[src/rtl/fetch_pkg.sv]
`default_nettype none
// ============================================================================
// Module   : fetch_pkg
// Brief    : Shared types and constants for the instruction-fetch stage.
// Revision : 1.0
// ============================================================================
package fetch_pkg;

    typedef enum logic [0:0] {
        ST_RUN  = 1'b0,
        ST_HALT = 1'b1
    } fetch_state_e;

    localparam logic [31:0] NOP_INSTR = 32'h0000_0013;
    localparam int unsigned PC_STEP   = 4;

endpackage : fetch_pkg
`default_nettype wire

[src/rtl/fetch_skid_buf.sv]
`default_nettype none
// ============================================================================
// Module   : fetch_skid_buf
// Brief    : Single-entry skid buffer holding a fetched word across a stall.
// Revision : 1.0
// ============================================================================
module fetch_skid_buf (
    input  logic        clk,
    input  logic        reset,
    input  logic        capture,
    input  logic        clear,
    input  logic [31:0] data_in,
    output logic        valid,
    output logic [31:0] data
);

    logic        r_valid;
    logic [31:0] r_data;

    // Clear wins: a redirect or advance consumes/discards the held word.
    always_ff @(posedge clk) begin
        if (reset) begin
            r_valid <= 1'b0;
            r_data  <= 32'h0;
        end else if (clear) begin
            r_valid <= 1'b0;
        end else if (capture) begin
            r_valid <= 1'b1;
            r_data  <= data_in;
        end
    end

    assign valid = r_valid;
    assign data  = r_data;

endmodule : fetch_skid_buf
`default_nettype wire

[src/rtl/fetch_pc_stage.sv]
`default_nettype none
// ============================================================================
// Module   : fetch_pc_stage
// Brief    : PC register, sync-imem fetch tracking, skid buffer and IF/ID
//            register with redirect squash. FETCH_PERF_CNT_EN adds counters.
// Revision : 1.0
// ============================================================================
module fetch_pc_stage #(
    parameter int          PC_W      = 9,
    parameter logic [31:0] NOP_INSTR = fetch_pkg::NOP_INSTR
) (
    input  logic            clk,
    input  logic            reset,
    input  logic            PcSel,
    input  logic [31:0]     BrPC,
    input  logic            Stall,
    input  logic [31:0]     Instr_in,
    output logic [PC_W-1:0] PC_Addr,
    output logic [PC_W-1:0] IfId_PC,
    output logic [31:0]     IfId_Instr,
    output logic            IfId_Valid,
    output logic            Flush_Out,
    output logic            Misalign_Err,
    output logic [31:0]     Fetch_Count,
    output logic [31:0]     Squash_Count
);

    import fetch_pkg::*;

    fetch_state_e    r_state;
    logic [PC_W-1:0] r_pc;
    logic [PC_W-1:0] r_fetch_pc;
    logic            r_fetch_valid;
    logic [PC_W-1:0] r_ifid_pc;
    logic [31:0]     r_ifid_instr;
    logic            r_ifid_valid;
    logic            r_misalign;

    logic            w_run;
    logic            w_aligned;
    logic            w_redirect;
    logic            w_advance;
    logic            w_load_valid;
    logic            w_skid_capture;
    logic            w_skid_clear;
    logic            w_skid_valid;
    logic [31:0]     w_skid_data;
    logic [31:0]     w_next_instr;
    logic            w_unused_brpc_hi;

    assign w_run          = (r_state == ST_RUN);
    assign w_aligned      = (BrPC[1:0] == 2'b00);
    assign w_redirect     = w_run && PcSel && w_aligned;
    assign w_advance      = w_run && !PcSel && !Stall;
    assign w_load_valid   = w_advance && r_fetch_valid;
    // Only the first stalled cycle's word belongs to the in-flight fetch.
    assign w_skid_capture = w_run && !PcSel && Stall && r_fetch_valid && !w_skid_valid;
    assign w_skid_clear   = w_redirect || w_advance;
    assign w_next_instr   = w_skid_valid ? w_skid_data : Instr_in;
    assign w_unused_brpc_hi = ^BrPC[31:PC_W];

    fetch_skid_buf u_skid (
        .clk     (clk),
        .reset   (reset),
        .capture (w_skid_capture),
        .clear   (w_skid_clear),
        .data_in (Instr_in),
        .valid   (w_skid_valid),
        .data    (w_skid_data)
    );

    always_ff @(posedge clk) begin
        if (reset) begin
            r_state       <= ST_RUN;
            r_pc          <= '0;
            r_fetch_pc    <= '0;
            r_fetch_valid <= 1'b0;
            r_ifid_pc     <= '0;
            r_ifid_instr  <= NOP_INSTR;
            r_ifid_valid  <= 1'b0;
            r_misalign    <= 1'b0;
        end else begin
            case (r_state)
                ST_RUN: begin
                    if (PcSel) begin
                        r_ifid_valid <= 1'b0;
                        r_ifid_instr <= NOP_INSTR;
                        if (w_aligned) begin
                            r_pc          <= BrPC[PC_W-1:0];
                            r_fetch_valid <= 1'b0;
                        end else begin
                            r_state    <= ST_HALT;
                            r_misalign <= 1'b1;
                        end
                    end else if (!Stall) begin
                        r_pc          <= r_pc + PC_W'(PC_STEP);
                        r_fetch_pc    <= r_pc;
                        r_fetch_valid <= 1'b1;
                        r_ifid_pc     <= r_fetch_pc;
                        r_ifid_valid  <= r_fetch_valid;
                        r_ifid_instr  <= r_fetch_valid ? w_next_instr : NOP_INSTR;
                    end
                end
                ST_HALT: begin
                end
                default: begin
                    r_state <= ST_HALT;
                end
            endcase
        end
    end

    assign PC_Addr      = r_pc;
    assign IfId_PC      = r_ifid_pc;
    assign IfId_Instr   = r_ifid_instr;
    assign IfId_Valid   = r_ifid_valid;
    assign Misalign_Err = r_misalign;
    assign Flush_Out    = PcSel && w_run;

`ifdef FETCH_PERF_CNT_EN
    logic [31:0] r_fetch_count;
    logic [31:0] r_squash_count;

    always_ff @(posedge clk) begin
        if (reset) begin
            r_fetch_count  <= 32'h0;
            r_squash_count <= 32'h0;
        end else begin
            if (w_load_valid) begin
                r_fetch_count <= r_fetch_count + 32'd1;
            end
            if (w_redirect) begin
                r_squash_count <= r_squash_count + 32'd1;
            end
        end
    end

    assign Fetch_Count  = r_fetch_count;
    assign Squash_Count = r_squash_count;
`else
    assign Fetch_Count  = 32'h0;
    assign Squash_Count = 32'h0;
`endif

endmodule : fetch_pc_stage
`default_nettype wire

[config.mk]
export PLATFORM = sky130hd
export DESIGN_NAME = fetch_pc_stage
export DESIGN_NICKNAME = d
export VERILOG_FILES = /design/src/rtl/fetch_pkg.sv /design/src/rtl/fetch_skid_buf.sv /design/src/rtl/fetch_pc_stage.sv
export SDC_FILE = /design/constraint.sdc
export NUM_CORES = 1
export LEC_CHECK = 0
export ABC_AREA = 1
export BUFFER_PORTS_ARGS = -buffer_cell sky130_fd_sc_hd__buf_2
export CAP_MARGIN = 10
export CELL_PAD_IN_SITES_DETAIL_PLACEMENT = 0
export CELL_PAD_IN_SITES_GLOBAL_PLACEMENT = 1
export CORE_MARGIN = 1
export CORE_UTILIZATION = 34
export CTS_BUF_LIST = sky130_fd_sc_hd__clkbuf_4 sky130_fd_sc_hd__clkbuf_8
export DETAILED_ROUTE_END_ITERATION = 7
export PLACE_DENSITY_LB_ADDON = 0.1
export SYNTH_ARGS = -nofsm -noshare
export SYNTH_HDL_FRONTEND = slang
export SYNTH_SLANG_ARGS = --single-unit
[constraint.sdc]
create_clock -name clk -period 1.9 [get_ports clk]
set_clock_uncertainty 0.2 [all_clocks]
set_input_delay 0.38 -clock clk [delete_from_list [all_inputs] [get_ports clk]]
set_output_delay 0.38 -clock clk [all_outputs]
set_load 0.02 [all_outputs]
# Word-level counts from Yosys, hierarchy flattened
# Cells that the tools add are included.
[word_totals] register_bits=96 input_bits=68 out_inout_bits=117 word_cells=51
[op_classes] addsub=1 eq_ne=2 mux=15 bitwise=5 reduce_logical=18
[ops] cell="32-bit 2-to-1 mux" count=4
[ops] cell="9-bit 2-to-1 mux" count=3
[ops] cell="9-bit by 3-bit adder with 9-bit output (second input constant)" count=1
[ops] cell="3-bit AND reduction" count=3
[ops] cell="1-bit 2-to-1 mux" count=8
[ops] cell="1-bit logical AND" count=7
[ops] cell="1-bit NOT" count=5
[ops] cell="2-bit AND reduction" count=2
[ops] cell="1-bit zero test" count=3
[ops] cell="2-bit zero test" count=1
[ops] cell="2-bit by 1-bit inequality test with 1-bit output (second input constant)" count=1
[ops] cell="2-bit inequality test (second input constant)" count=1
[ops] cell="2-bit OR reduction" count=1
[ops] cell="1-bit logical OR" count=1

# Logic depth before layout (Yosys ltp)
[logic_depth] ltp_word=6 depth_mapped=8 ltp_nobuf=8

# Cells and area by module
# Synthesis repeated with hierarchy kept, for this count alone.
[unflattened] cells_unflattened=633 area_unflattened_um2=4717.0
[by_module_without_submodules] mod="fetch_pc_stage" instances=1 cells_each=421 area_per_inst_um2=3283.1 seq_area_each_um2=1261.2
[by_module_without_submodules] mod="fetch_skid_buf" instances=1 cells_each=212 area_per_inst_um2=1433.9 seq_area_each_um2=660.6

# Least setup slack after synthesis
# OpenSTA, ideal clock, no wires.
[synth_timing] path_type="register to register" startpoint="register r_pc[3] (netlist: PC_Addr[3])" endpoint="register r_pc[6] (netlist: PC_Addr[6])" setup_time_ns=0.112 arrival_ns=1.135 required_ns=1.588 path_slack_ns=0.453 path_stages_with_launch=7 path_buffers=0 synth_period_minus_slack_ns=1.447 cell_sequence="dfxtp_1 -> ha_1 -> nand2_1 -> o21ai_0 -> nand3_1 -> nand2_1 -> nand2_1"
[synth_via] elab_chain_len=3
[synth_rtl] element="start: declaration" line_no="fetch_pc_stage.sv:31" rtl="logic [PC_W-1:0] r_pc;"
[synth_rtl] element="start signal: assignment" line_no="fetch_pc_stage.sv:89" rtl="r_pc <= BrPC[PC_W-1:0];"
[synth_rtl] element="start signal: assignment" line_no="fetch_pc_stage.sv:96" rtl="r_pc <= r_pc + PC_W'(PC_STEP);"
[synth_rtl] element="9-bit by 3-bit adder with 9-bit output" line_no="fetch_pc_stage.sv:96"
[synth_rtl] element="9-bit 2-to-1 mux" line_no="fetch_pc_stage.sv:95" rtl="end else if (!Stall) begin"
[synth_rtl] element="9-bit 2-to-1 mux" line_no="fetch_pc_stage.sv:85" rtl="if (PcSel) begin"
# Every way passes these cells. The select of a mux whose other input is x is not followed.
# A chain may end at the register's enable or synchronous reset.

# Worst setup path in the final report
[layout_timing] startpoint="register r_pc[4] (netlist: PC_Addr[4])" endpoint="output port PC_Addr[4]"
[layout_rtl] element="end: declaration" line_no="fetch_pc_stage.sv:18" rtl="output logic [PC_W-1:0] PC_Addr,"
# No word-level cell between the ends.

==> metrics.md <==
| Metric | Value |
|---|---|
| Remaining DRCs | 0 |
| Internal power | 3.022 mW |
| Total CTS buffers | 9 |
| Synth Area per Inst | 6.916 um2 |
| DRT iter0 DRCs | 162 |
| Count leader, synth | nand2_1 |
| Req. time, crit path | 1.32 ns |
| Layout cells sized above 1 | 0.1872 |
| CP max stage cell | dfxtp_1 |
| Most common flop cell mapped by yosys | dfxtp_1 |
| Fin crit period | 1.643 ns |
| Pwr Total | 4.170 mW |
| Sequence of cells on the critical path | buf_2 |
| H-tree levels | 3 |
| First-pass GRT wire length | 17240 um |
| IO Count | 185 |
| Worst path max stage delay | 0.48 ns |
| Initial antenna violation count | 0 |
| Routed vias/inst | 4.249 |
| Drt wl/cell | 11.73 um |
| Fmax | 608.7 MHz |
| Distinct cells, synth | 23 |
| Hold Crit Class | in2reg |
| Seq pwr share | 0.507 |
| WHS | 0.03883 ns |
| Hold Vio Cnt, Final | 0 |
| EDFF count, synth | 0 |
| Outcome | complete, no violations |
| FF+latch count, synth | 96 |
| VDD IR max | 0.3353 mV |
| Clock share of power | 0.362 |
| Routed WL | 10790 um |
| Vias in the first global route | 3417 |
| Max-Cap Viols | 0 |
| Dpl hpwl | 7100 um |
| Grt ovf | 0 |
| Netlist Area Pre-Place | 4551 um2 |
| Total number of vias | 3909 |
| Clk_lat worst skew | 0.36 ns |
| Clock buffer depth | 2 |
| Worst Setup SP | PC_Addr[4] |
| Area share of the largest cell type after synthesis | 0.4223 |
| Final nets | 812 |
| Cells after Synth | 658 |
| TNS Setup | 0 ns |
| Top cells by area, synth | dfxtp_1, nand2_1, buf_4 |
| Placed cell areas | 4992 um2 |
| Worst path buffer plus inverter count | 1 |
| Sequential share of the synthesized area | 0.4223 |
| Core area | 12820 um2 |
| Num rows | 41 |
| Clock transition at path regs | 0.10 ns |
| Root buf cell | clkbuf_8 |
| Number of I/O port buffers | 97 |
| Hold_buf cts | 0 |
| RSZ-0062 raised after global routing | no |
| GP Congestion | 0.8171 |
| Diodes inserted | 0 |
| CTS tree | done |
| Crit path kind | reg2out |
| PD cells | 799.4 nW/um2 |
| Die height | 117.7 um |
| Share of the cycle needed by the critical path after routing | 0.8646 |
| Logic pwr share | 0.132 |
| CP max FO | 8 |
| Tot GR Track Use | 0.1564 |
| Initial DRT Pass Iterations | 4 |
| Lkg Pwr | 2.636 nW |
| Die Footprint | 13850 um2 |
| Async S/R FF share, synth | 0 |
| Postcts setup bufs | 0 |
| Max-slew violations | 0 |
| Synth cell count leaders | nand2_1, dfxtp_1, nor2_1, buf_4, o21ai_0 |
| Worst r2r src | r_state |
| Crit end category | output pin |
| Final setup vio count | 0 |
| Final ANT Viol Nets | 0 |
| Fin area | 5216 um2 |
| Die Wd | 117.7 um |
| # clock sinks | 96 |
| Top delay family on crit path | flip-flops |
| Syn. warnings | 0 |
| Largest net degree at the start of global routing | 63 |
| Min-delay src | Instr_in[2] |
| Net Sw Power | 1.148 mW |
| CP startpoint kind | flip-flop |
| Layout fillers | 1434 |
| CP arrival | 1.06 ns |
| PostCTS Resize Cnt | 0 |
| Leading area contributor after synthesis | dfxtp_1 |
| Area delta synth->final | 14.63% |
| Switching Fraction | 0.2754 |
| Initial core utilization | 0.3548 |
## power groups by stage
stage,clock (mW),sequential (mW),combinational [mW]
2_1_floorplan,0,2.19,0.448
4_1_cts,1.58,2.11,0.554
3_5_place_dp,0,2.16,0.551
3_3_place_gp,0,2.16,0.547
6_report,1.51,2.11,0.549
5_1_grt,1.64,2.12,0.613
## state kept, by name, summed over array words and instances, names as in the netlist
| register | cells |
|---|---|
| r_fetch_pc | 9 |
| IfId_Instr | 32 |
| IfId_Valid | 1 |
| IfId_PC | 9 |
| PC_Addr | 9 |
| r_state | 1 |
| Misalign_Err | 1 |
| r_fetch_valid | 1 |
| u_skid.valid | 1 |
| u_skid.data | 32 |
## per-layer routing
metal	routed length [um]	vias to the layer above	share of wire	GRT usage
met5	0	-	0	0
met4	238	0	0.022	0.07292
met3	506	17	0.047	0.03391
met2	5085	100	0.47	0.2570
met1	4960	1728	0.46	0.1942
li1	-	2064	-	-
## final cells by class
class                           count  area, um2  share of cell area
Sequential cell                    96       1922              0.3684
Tap cell                          172      215.2             0.04126
Timing Repair Buffer              107      635.6              0.1219
Multi-Input combinational cell    476       2021              0.3874
Inverter                           53      198.9             0.03814
Clock inverter                      5      78.83             0.01511
Clock buffer                       11      145.1             0.02782
## kinds of logic after synthesis
family | share of synthesized area
AND/OR/NAND/NOR | 0.2653
buffers and inverters | 0.1856
AO/OA/AOI/OAI | 0.1232
flip-flops | 0.4223
adder cells (fa/ha/maj) | 0.002749
other | 0.0008241
## cell usage in the layout (no fill, tap or decap), types with 2 or more instances in the layout
cell,n
nand2_1,196
buf_2,97
dfxtp_1,96
nor2_1,94
conb_1,64
o21ai_0,54
inv_1,50
a21oi_1,34
nand3_1,10
clkbuf_8,10
a21oi_2,9
buf_12,6
buf_4,4
inv_2,3
nand4_1,3
o22ai_1,3
nor2_4,2
o21bai_1,2
bufinv_16,2
clkinv_2,2
## worst paths after layout
path | end | slack, ns | cells after the start
max | PC_Addr[4] | 0.26 | 1
min | u_skid.data[2] | 0.04 | 3
max reg2reg | IfId_Instr[21] | 0.33 | 7
min reg2reg | r_fetch_pc[2] | 0.25 | 2
## stage by stage
stage,setup WS [ns],util,std cells
floorplan,0.4531,-,721
global placement,0.2039,0.3893,904
detailed placement,0.1901,0.3893,904
CTS,0.2240,0.4067,920
global route,0.1645,0.4067,920
finish,0.2572,0.4067,920
(Power assumes the default switching activity.)
